### config.mk
export PLATFORM = sky130hd
export DESIGN_NAME = sb8_stream_fifo
export DESIGN_NICKNAME = d
export VERILOG_FILES = /design/src/rtl/sb8_stream_fifo.sv
export SDC_FILE = /design/constraint.sdc
export NUM_CORES = 1
export LEC_CHECK = 0
export CORE_MARGIN = 2
export CORE_UTILIZATION = 45
export DETAILED_ROUTE_END_ITERATION = 16
export PLACE_DENSITY = 0.69
export SYNTH_ARGS = -nofsm -noshare
export SYNTH_HDL_FRONTEND = slang
export SYNTH_SLANG_ARGS = --single-unit
### constraint.sdc
create_clock -name clk -period 3.8 [get_ports clk]
set_input_delay 0.76 -clock clk [delete_from_list [all_inputs] [get_ports clk]]
set_output_delay 0.76 -clock clk [all_outputs]
set_load 0.01 [all_outputs]
### src/rtl/sb8_stream_fifo.sv
// First-word-fall-through stream buffer sitting below an sb7 node.
// Flow control and status come from registered state only; in_ready ignores out_ready.
module sb8_stream_fifo #(
  parameter int DATA_W = 8,
  parameter int DEPTH  = 4,
  parameter int CNT_W  = $clog2(DEPTH) + 1
) (
  input  logic              clk,
  input  logic              rst,
  input  logic              in_valid,
  output logic              in_ready,
  input  logic [DATA_W-1:0] in_data,
  output logic              out_valid,
  input  logic              out_ready,
  output logic [DATA_W-1:0] out_data,
  output logic [CNT_W-1:0]  count,
  output logic [CNT_W-1:0]  peak,
  output logic              full,
  output logic              empty
);

  localparam int PTR_W = $clog2(DEPTH);

  logic [DATA_W-1:0] mem_q [DEPTH];
  logic [PTR_W-1:0]  wr_ptr_q, wr_ptr_d;
  logic [PTR_W-1:0]  rd_ptr_q, rd_ptr_d;
  logic [CNT_W-1:0]  count_q, count_d;
  logic [CNT_W-1:0]  peak_q, peak_d;
  logic              full_s, empty_s, push_s, pop_s;

  // Status flags and handshake qualification from registered occupancy.
  always_comb begin
    full_s  = (count_q == CNT_W'(DEPTH));
    empty_s = (count_q == CNT_W'(0));
    push_s  = in_valid && !full_s;
    pop_s   = out_ready && !empty_s;
  end

  // Next-state for pointers, occupancy and watermark.
  always_comb begin
    wr_ptr_d = wr_ptr_q;
    rd_ptr_d = rd_ptr_q;
    count_d  = count_q;
    peak_d   = peak_q;
    if (push_s) begin
      wr_ptr_d = wr_ptr_q + PTR_W'(1);
    end else begin
      wr_ptr_d = wr_ptr_q;
    end
    if (pop_s) begin
      rd_ptr_d = rd_ptr_q + PTR_W'(1);
    end else begin
      rd_ptr_d = rd_ptr_q;
    end
    case ({push_s, pop_s})
      2'b10:   count_d = count_q + CNT_W'(1);
      2'b01:   count_d = count_q - CNT_W'(1);
      default: count_d = count_q;
    endcase
    if (count_d > peak_q) begin
      peak_d = count_d;
    end else begin
      peak_d = peak_q;
    end
  end

  // Pointer, occupancy and watermark registers.
  always_ff @(posedge clk or posedge rst) begin
    if (rst) begin
      wr_ptr_q <= PTR_W'(0);
      rd_ptr_q <= PTR_W'(0);
      count_q  <= CNT_W'(0);
      peak_q   <= CNT_W'(0);
    end else begin
      wr_ptr_q <= wr_ptr_d;
      rd_ptr_q <= rd_ptr_d;
      count_q  <= count_d;
      peak_q   <= peak_d;
    end
  end

  // Storage is deliberately left unreset; rst only blocks the write.
  always_ff @(posedge clk) begin
    if (push_s && !rst) begin
      mem_q[wr_ptr_q] <= in_data;
    end
  end

  // Output drive; the head word is masked to zero while empty.
  always_comb begin
    in_ready  = !full_s;
    out_valid = !empty_s;
    full      = full_s;
    empty     = empty_s;
    count     = count_q;
    peak      = peak_q;
    if (empty_s) begin
      out_data = DATA_W'(0);
    end else begin
      out_data = mem_q[rd_ptr_q];
    end
  end

endmodule
[Yosys cells after proc, flatten, opt, wreduce, memory -nomap -nowiden]
Memories as Yosys holds them, arrays and structs flattened.
Cells that the tools add are included.
Word-level totals
  RAM bits: 32
  bits in registers: 10
  word-level logic and storage cells: 24
  memories: 1
  output and inout bits: 18
Operators by class
  order comparisons: 1
  equal/unequal tests: 3
  mux-type cells: 4
  reduce and logical (&&, ||, !) cells: 7
  add/sub/neg operators: 4
Memories
  mem_q: words 4, bits a word 8, read ports 1, clocked after Yosys merged registers in 0, wr ports 1, line 24  | logic [DATA_W-1:0] mem_q [DEPTH];
Operators by type and width (number)
  $mux 8: 1
  $pmux 3 s2: 1
  $add 2x1->2 const B: 2
  $add 3x1->3 const B: 1
  $eq 3x3->1 const B: 1
  $gt 3x3->1: 1
  $logic_and 1x1->1: 3
  $logic_not 1->1: 3
  $logic_not 3->1: 1
  $sub 3x1->3 const B: 1
  $eq 2x1->1 const B: 1
  $eq 2x2->1 const B: 1
  $mux 1: 2

[Longest topological paths before layout]
Gate-level depths: netlist (run 1).
  depth in word-level cells: 6
  mapped depth: 11
  depth with buffers taken out: 11

[Least setup slack after synthesis (run 1)]
No wires, ideal clock.
  path type: register to register
  from: register count_q[2], in the netlist count[2]
  to: register peak_q[0], in the netlist peak[0]
  period minus slack after synthesis: 3244 ps
  slack: 556 ps
  setup time: 125 ps
  data arrival time: 3119 ps
  buffers on the path: 0
  stages on the path, launching flop included: 12
  path through: dfrtp_1 or3_1 and2_1 ha_1 fa_1 xnor2_1 nor2_1 xor2_1 ha_1 and3_1 a21oi_1 mux2_2
On the way
  longest elaborated chain between the ends: 6
RTL lines
  start, declared: line 27  | logic [CNT_W-1:0] count_q, count_d;
  start signal, assigned: line 77  | count_q <= count_d;
  $logic_not 3->1 (*): line 34  | empty_s = (count_q == CNT_W'(0));
  $logic_not 1->1 (*): line 36  | pop_s = out_ready && !empty_s;
  $logic_and 1x1->1 (*): line 36
  via pop_s: line 29  | logic full_s, empty_s, push_s, pop_s;
  $eq 2x1->1 or $eq 2x2->1 (tied branches): line 55  | case ({push_s, pop_s})
  $pmux 3 s2 (*): line 55
  via count_d[2]: line 27
  $gt 3x3->1 (*): line 60  | if (count_d > peak_q) begin
  end signal, assigned: line 78  | peak_q <= peak_d;
  end, declared: line 28  | logic [CNT_W-1:0] peak_q, peak_d;
Mark *: on every way through the listed nets, which the timed path passes. The rest lies on a longest branch.
A chain may end at the register's enable or synchronous reset.

[Worst setup path after layout (run 1)]
  from: input out_ready
  to: register peak_q[0], in the netlist peak[0]
On the way
  longest elaborated chain between the ends: 4
RTL lines
  start, declared: line 14  | input logic out_ready,
  $logic_and 1x1->1 (*): line 36
  via pop_s: line 29
  $eq 2x1->1 or $eq 2x2->1 (tied branches): line 55
  $pmux 3 s2 (*): line 55
  via count_d[2]: line 27
  $gt 3x3->1 (*): line 60
Marked as above.

==> key figures, run 1 <==
Run status
  • Status: finished, final reports clean

Power and ir drop
  • Power per cell area: slightly above 800 nW/um2
  • Leakage: about 0.85 nW
  • Final Power: 1.89 mW
  • Max VDD drop: 353 uV

Setup path
  • Slowest Stage Delay on Critical Path: between 400 and 500 ps
  • CP startpoint kind: primary input
  • CP top delay family: adder cells
  • Required time of the critical path: 3970 ps
  • CP Cell Sequence: clkdlybuf4s50_1 > and2_1 > ha_1 > fa_1 > xnor2_1 > nor2_1 > xor2_1 > ha_1 > and3_1 > a21oi_1 > mux2_2
  • Worst Path Max Fanout: 4
  • CP Capture Type: flip-flop
  • CP max-delay cell: clkdlybuf4s50_1
  • CP arrival: 3640 ps
  • Cell mode on critical path: ha_1
  • Flop2flop setup slack: 390 ps
  • Setup CP Type: primary input to flip-flop
  • Crit path buffers/inverters: 1

Layout
  • Diodes inserted: 0
  • Multi-input logic area: roughly 580 um2
  • Layout cells sized above 1: 15.4%
  • Nets: 163
  • Filler cells: 315
  • Fin util: 57.3%
  • P&R area growth vs syn: 23.9%
  • Reg area: 1210 um2

Clock network
  • Clk sinks: 42
  • CTS tree: yes
  • Htree depth: 2
  • # hold bufs at CTS: 0
  • Clk buf depth: 2
  • Reg clk slew, reported paths: 70 ps
  • Root Buffer: clkbuf_8
  • Cts bufs inserted: 5
  • Worst-Skew Late Latency: 280 ps
  • Cts repair resizes: 0
  • Post-CTS Setup Bufs: 0

Detailed routing
  • Vias: 972
  • DR WL/cell: 15.6 um
  • Vias per cell: 5.04
  • DRC violations left: 0
  • DRT Pass-1 Iters: 4
  • Drt initial violations: 36
  • Wirelength, routed: 3.02 mm
  • Antenna Nets Post-Route: 0

Global routing
  • Largest net degree at the start of global routing: 13
  • GR Overflow Total: 0
  • Total global-route track usage: between 10% and 20%
  • Vias in the first global route: approximately 1000
  • Initial antenna violation count: 0
  • First-pass GRT wire length: 5.04 mm

Synthesis
  • Post-Syn Area: around 1800 um2
  • Synth warn: 0
  • Gate Count Post-Synth: 108
  • Count of cell types in the netlist: 25
  • Part of the Yosys area used for sequential elements: about 66%
  • Synthesized Nets: 129
  • Seq cells post-synth: 42
  • Synthesized area per cell: between 15 and 20 um2

STA
  • Final-report hold violation count: 0
  • Final period util: about nine tenths
  • Fin. max-slew vios: 0
  • Setup violators final: 0
  • Setup Skew: 3.43 ps
  • RSZ-0062 raised after global routing: false
  • Slew HR: 61.9%
  • Final TNS setup: 0 ps
  • Worst-margin pin slew: 572 ps
  • Fmax: between 200 and 300 MHz
  • Fin Hold WS: 550 ps
  • Tmin final: 3470 ps

Floorplanning
  • Die H: 67.9 um
  • Full die area: ~4600 um2
  • Number of I/O pins: 30
  • CORE AREA: roughly 4000 um2
  • Initial Util: between 40% and 50%
  • Die X: 67.9 um
  • Num rows: 23

Placement
  • GPL Wtd Cong: 0.652
  • Post-DP HPWL: 2.14 mm
  • IO Port Bufs: 29

Worst hold path
  • Hold WC Path Type: flip-flop to flip-flop

Flow run
  • Max_cap viols: 0
## routing by layer
layer | global-route usage [%] | wire (um)
met4 | 7.50 | 22
met2 | 24.5 | 1560
met1 | 19.8 | 1280
met3 | 5.26 | 150
met5 | 0 | 0
## stage by stage
step	area, um2	worst slack [ps]	instances
floorplan	1840	556	108
global placement	2190	127	185
detailed placement	2190	12.8	185
CTS	2280	345	193
global route	2280	144	193
finish	2280	334	193
## cells in the mapped netlist
| library cell | instances | area share, % |
|---|---|---|
| a2bb2oi_1 | 1 | 0.48 |
| mux2_1 | 1 | 0.61 |
| mux2_2 | 3 | 1.8 |
| dfrtp_1 | 10 | 14 |
| fa_1 | 1 | 1.1 |
| or3b_4 | 1 | 0.61 |
| mux4_2 | 8 | 9.8 |
| xor2_1 | 2 | 0.95 |
| nand3_1 | 1 | 0.27 |
| inv_1 | 8 | 1.6 |
| mux2i_1 | 1 | 0.54 |
| a32o_1 | 1 | 0.54 |
| xnor2_1 | 4 | 1.9 |
| a21oi_1 | 3 | 0.82 |
| buf_2 | 1 | 0.27 |
| or3_1 | 1 | 0.34 |
| ha_1 | 8 | 5.4 |
| nand3b_1 | 1 | 0.41 |
| nor2_1 | 2 | 0.41 |
| nand2_2 | 1 | 0.34 |
| and2_1 | 13 | 4.4 |
| and3_4 | 1 | 0.61 |
| and3_1 | 1 | 0.34 |
| clkbuf_1 | 2 | 0.41 |
| edfxtp_1 | 32 | 52 |
## worst paths after layout
check | depth (start not counted) | end | start
setup reg to reg | 11 | peak[0] | count[2]
hold / removal | 1 | wr_ptr_q[0] | wr_ptr_q[0]
min in group asynchronous | 2 | wr_ptr_q[0] | rst
hold reg to reg | 1 | wr_ptr_q[0] | wr_ptr_q[0]
max in group asynchronous | 2 | rd_ptr_q[1] | rst
setup / recovery | 11 | peak[0] | out_ready
## cells by family (layout without fill, tap and decap cells)
family                   Yosys count  in the layout  share of synthesized area, %
multiplexers                      13             13                          12.8
AND/OR/NAND/NOR                   22             22                          7.76
buffers and inverters             11             46                          2.31
adder cells (fa/ha/maj)            9              9                          6.54
flip-flops                        42             42                          65.9
AO/OA/AOI/OAI                      5              5                          1.84
XOR/XNOR                           6              6                          2.86
## where the power goes
part           switching [mW]  internal, mW
logic                   0.368         0.532
registers               0.112         0.596
clock network           0.139         0.146
total                   0.619          1.27
## layout make-up
| class | count | share of cell area [%] |
|---|---|---|
| clock buffers | 7 | 3.79 |
| clock inverters | 1 | 0.220 |
| inverters | 8 | 1.32 |
| multi-input cells | 55 | 25.7 |
| flip-flops and latches | 42 | 53.2 |
| well taps | 50 | 2.75 |
| repair buffers | 30 | 13.1 |
## layout by cell type (no fill, tap or decap), types with 2 or more instances in the layout
cell type        synthesis  final
a21oi_1                  3      3
dfrtp_1                 10     10
nor2_1                   2      2
edfxtp_1                32     32
xor2_1                   2      2
mux4_2                   8      8
clkbuf_8                 0      6
ha_1                     8      8
mux2_2                   3      3
clkdlybuf4s50_1          0     29
inv_1                    8      8
and2_1                  13     13
xnor2_1                  4      4
## state kept, by name, indices dropped and copies added (netlist names)
register  cells
wr_ptr_q      2
mem_q        32
peak          3
count         3
rd_ptr_q      2
(Power assumes the default switching activity.)
==> run 2, diff against run 1 <==
--- a/config.mk
+++ b/config.mk
@@ -5,6 +5,7 @@
 export SDC_FILE = /design/constraint.sdc
 export NUM_CORES = 1
 export LEC_CHECK = 0
+export CAP_MARGIN = 0
 export CORE_MARGIN = 2
 export CORE_UTILIZATION = 45
 export DETAILED_ROUTE_END_ITERATION = 16
==> results of run 2 <==
The final DEF is identical to that of run 1; final timing and power are the same.
==> run 3, diff against run 2 <==
--- a/config.mk
+++ b/config.mk
@@ -6,7 +6,6 @@
 export NUM_CORES = 1
 export LEC_CHECK = 0
 export CAP_MARGIN = 0
-export CORE_MARGIN = 2
 export CORE_UTILIZATION = 45
 export DETAILED_ROUTE_END_ITERATION = 16
 export PLACE_DENSITY = 0.69
==> run 3 against run 2 <==
Against the previous run: final cell count down 1.0%; critical path type unchanged; global-route usage up 0.17 points; maximum frequency up 0.85%; largest power group unchanged.
==> key figures, run 3 (same netlist as run 1, synthesis figures left out) <==
Clock network
  • Reg clk slew, reported paths: 80 ps (about the same)
  • Cts bufs inserted: 5 (unchanged)
  • Cts repair resizes: 0 (unchanged)
  • CTS tree: yes
  • Htree depth: 2 (unchanged)
  • Clk buf depth: 2 (unchanged)
  • Root Buffer: clkbuf_8
  • Worst-Skew Late Latency: 280 ps (about the same)
  • Post-CTS Setup Bufs: 0 (unchanged)
  • Clk sinks: 42 (unchanged)
  • # hold bufs at CTS: 0 (unchanged)

STA
  • Fmax: 291 MHz (+0.85%)
  • Tmin final: 3440 ps (-29.2 ps)
  • Slew HR: 59.6% (-2.3 points)
  • Worst-margin pin slew: 607 ps (+34.9 ps)
  • Setup Skew: 4.22 ps (+0.789 ps)
  • Final period util: 90.4% (-0.77 points)
  • Final TNS setup: 0 ps (unchanged)
  • Setup violators final: 0 (unchanged)
  • Fin. max-slew vios: 0 (unchanged)
  • Final setup margin: 363 ps (+29.2 ps)
  • Final-report hold violation count: 0 (unchanged)
  • RSZ-0062 raised after global routing: false

Detailed routing
  • DR WL/cell: 15.5 um (-0.73%)
  • Wirelength, routed: 2.96 mm (-1.8%)
  • Top layer in use: met4
  • Drt initial violations: 28 (-22%)
  • DRT Pass-1 Iters: 6 (+2)
  • Antenna Nets Post-Route: 0 (unchanged)
  • Vias: 995 (+2.4%)
  • DRC violations left: 0 (unchanged)
  • Vias per cell: 5.21 (+3.4%)
  • Met2 wire length: 1.52 mm (-2.4%)
  • Wire length on met3: 92 um (-39%)
  • M1 WL: 1.33 mm (+3.7%)

Placement
  • Placed Cells incl. Taps: 183 (-1.1%)
  • Post-Place Worst Slack: 62.4 ps (+49.6 ps)
  • GPL Wtd Cong: 0.740 (+13%)
  • Post-DP HPWL: 2.16 mm (+1.0%)
  • IO Port Bufs: 29 (unchanged)

Setup path
  • CP Capture Type: flip-flop
  • CP startpoint kind: primary input
  • Setup CP Type: primary input to flip-flop
  • Cell mode on critical path: ha_1
  • CP Cell Sequence: clkdlybuf4s50_1 > nand2_2 > ha_1 > fa_1 > xnor2_1 > nor2_1 > xor2_1 > ha_1 > and3_1 > a21oi_1 > mux2_2
  • Required time of the critical path: 3970 ps (about the same)
  • CP top delay family: adder cells
  • CP max-delay cell: clkdlybuf4s50_1
  • CP arrival: 3610 ps (-30 ps)
  • Slowest Stage Delay on Critical Path: 500 ps (+60 ps)
  • Crit path buffers/inverters: 1 (unchanged)
  • Worst Path Max Fanout: 4 (unchanged)

Floorplanning
  • Num rows: 22 (-4.3%)
  • Die H: 65.9 um (-2.9%)
  • Initial Util: 48.4% (+2.1 points)
  • Full die area: 4340 um2 (-5.8%)
  • Number of I/O pins: 30 (unchanged)
  • CORE AREA: 3800 um2 (-4.3%)
  • Die X: 65.9 um (-2.9%)

Power and ir drop
  • Internal power: 1.32 mW (+3.8%)
  • Sequential power share: 36.6% (-0.8 points)
  • Leakage: 0.857 nW (+0.37%)
  • Combinational Power Share: 46.0% (-1.5 points)
  • Clk pwr share: 17.4% (+2.3 points)
  • Switching power: 0.618 mW (-0.28%)
  • Max VDD drop: 392 uV (+11%)
  • Power per cell area: 846 nW/um2 (+1.8%)
  • Net Sw Frac: 31.8% (-0.89 points)

Layout
  • Largest Register: mem_q
  • Diodes inserted: 0 (unchanged)
  • P&R area growth vs syn: 24.8%
  • Most frequent cells in the layout: 32 x edfxtp_1, 29 x clkdlybuf4s50_1, 13 x and2_1
  • Filler cells: 297 (-5.7%)
  • Largest register FFs: 32 (unchanged)
  • Nets: 163 (unchanged)
  • Commonest non-fill, non-tap cell in the layout: edfxtp_1
  • Post-Layout Cell Count: 191 (-1.0%)
  • Layout cells sized above 1: 15.4% (unchanged)

Worst hold path
  • Hold WC Path Type: flip-flop to flip-flop

Run status
  • Status: finished, final reports clean

Global routing
  • Largest net degree at the start of global routing: 14 (+1)
  • GR Overflow Total: 0 (unchanged)
  • Initial antenna violation count: 0 (unchanged)
  • First-pass GRT wire length: 4.87 mm (-3.4%)
  • Total global-route track usage: 15.8% (+0.17 points)
  • Vias in the first global route: 993 (-4.6%)

Flow run
  • Max_cap viols: 0 (unchanged)
[run 3: cell count changes in the layout (fill, tap and decap cells not counted)]
| cell | previous run | this run |
|---|---|---|
| bufinv_16 | 0 | 1 |
| clkbuf_8 | 6 | 5 |
| clkinv_2 | 1 | 0 |
| clkinvlp_4 | 0 | 1 |
[run 3: area by class of cell]
class                      count  area, um2  area share [%]
clock buffer                   6       72.6            3.16
multi-input combinational     55        584            25.5
timing repair buffer          30        298            13.0
inverter                       8       30.0            1.31
tap                           48       60.1            2.62
clock inverter                 2       37.5            1.64
sequential                    42       1210            52.8
[run 3: power groups by stage]
stage | Clock [mW] | Sequential [mW] | Combinational [mW]
after floorplan | 0 | 0.672 | 0.602
after global placement | 0 | 0.720 | 0.874
after detailed placement | 0 | 0.723 | 0.909
after CTS | 0.347 | 0.715 | 0.910
after global routing | 0.364 | 0.729 | 0.996
final | 0.338 | 0.710 | 0.893
[run 3: layer usage]
metal | vias to the layer above | GRT usage, %
li1 | 467 | -
met4 | 0 | 4.89
met1 | 503 | 20.3
met2 | 23 | 25.8
met5 | - | 0
met3 | 2 | 4.66
[run 3: worst register-to-register path: stages, from the launching register on]
cell     delay [ps]
dfrtp_1         470
or3_1           410
and2_1          190
ha_1            220
fa_1            390
xnor2_1         250
nor2_1           80
xor2_1          210
ha_1            300
and3_1          190
a21oi_1         230
mux2_2          360
[run 3: path summary, 6_finish.rpt]
kind / end / from / slack (ps) / depth (start not counted)
worst max-delay path: peak[0] / in_valid / 360 / 11
worst min-delay path: wr_ptr_q[0] / wr_ptr_q[0] / 550 / 1
worst max register to register: peak[0] / count[2] / 380 / 11
worst min register to register: wr_ptr_q[0] / wr_ptr_q[0] / 550 / 1
max in group asynchronous: wr_ptr_q[0] / rst / 2740 / 2
min in group asynchronous: count[1] / rst / 760 / 2
[run 3: metrics by stage]
stage	hold slack (ps)	util, %	total power, mW	cell area [um2]
2_1_floorplan	497	-	1.27	1840
4_1_cts	563	60.4	1.97	2290
3_5_place_dp	541	57.5	1.63	2180
5_1_grt	568	60.4	2.09	2290
6_report	553	60.4	1.94	2290
3_3_place_gp	534	57.5	1.59	2180
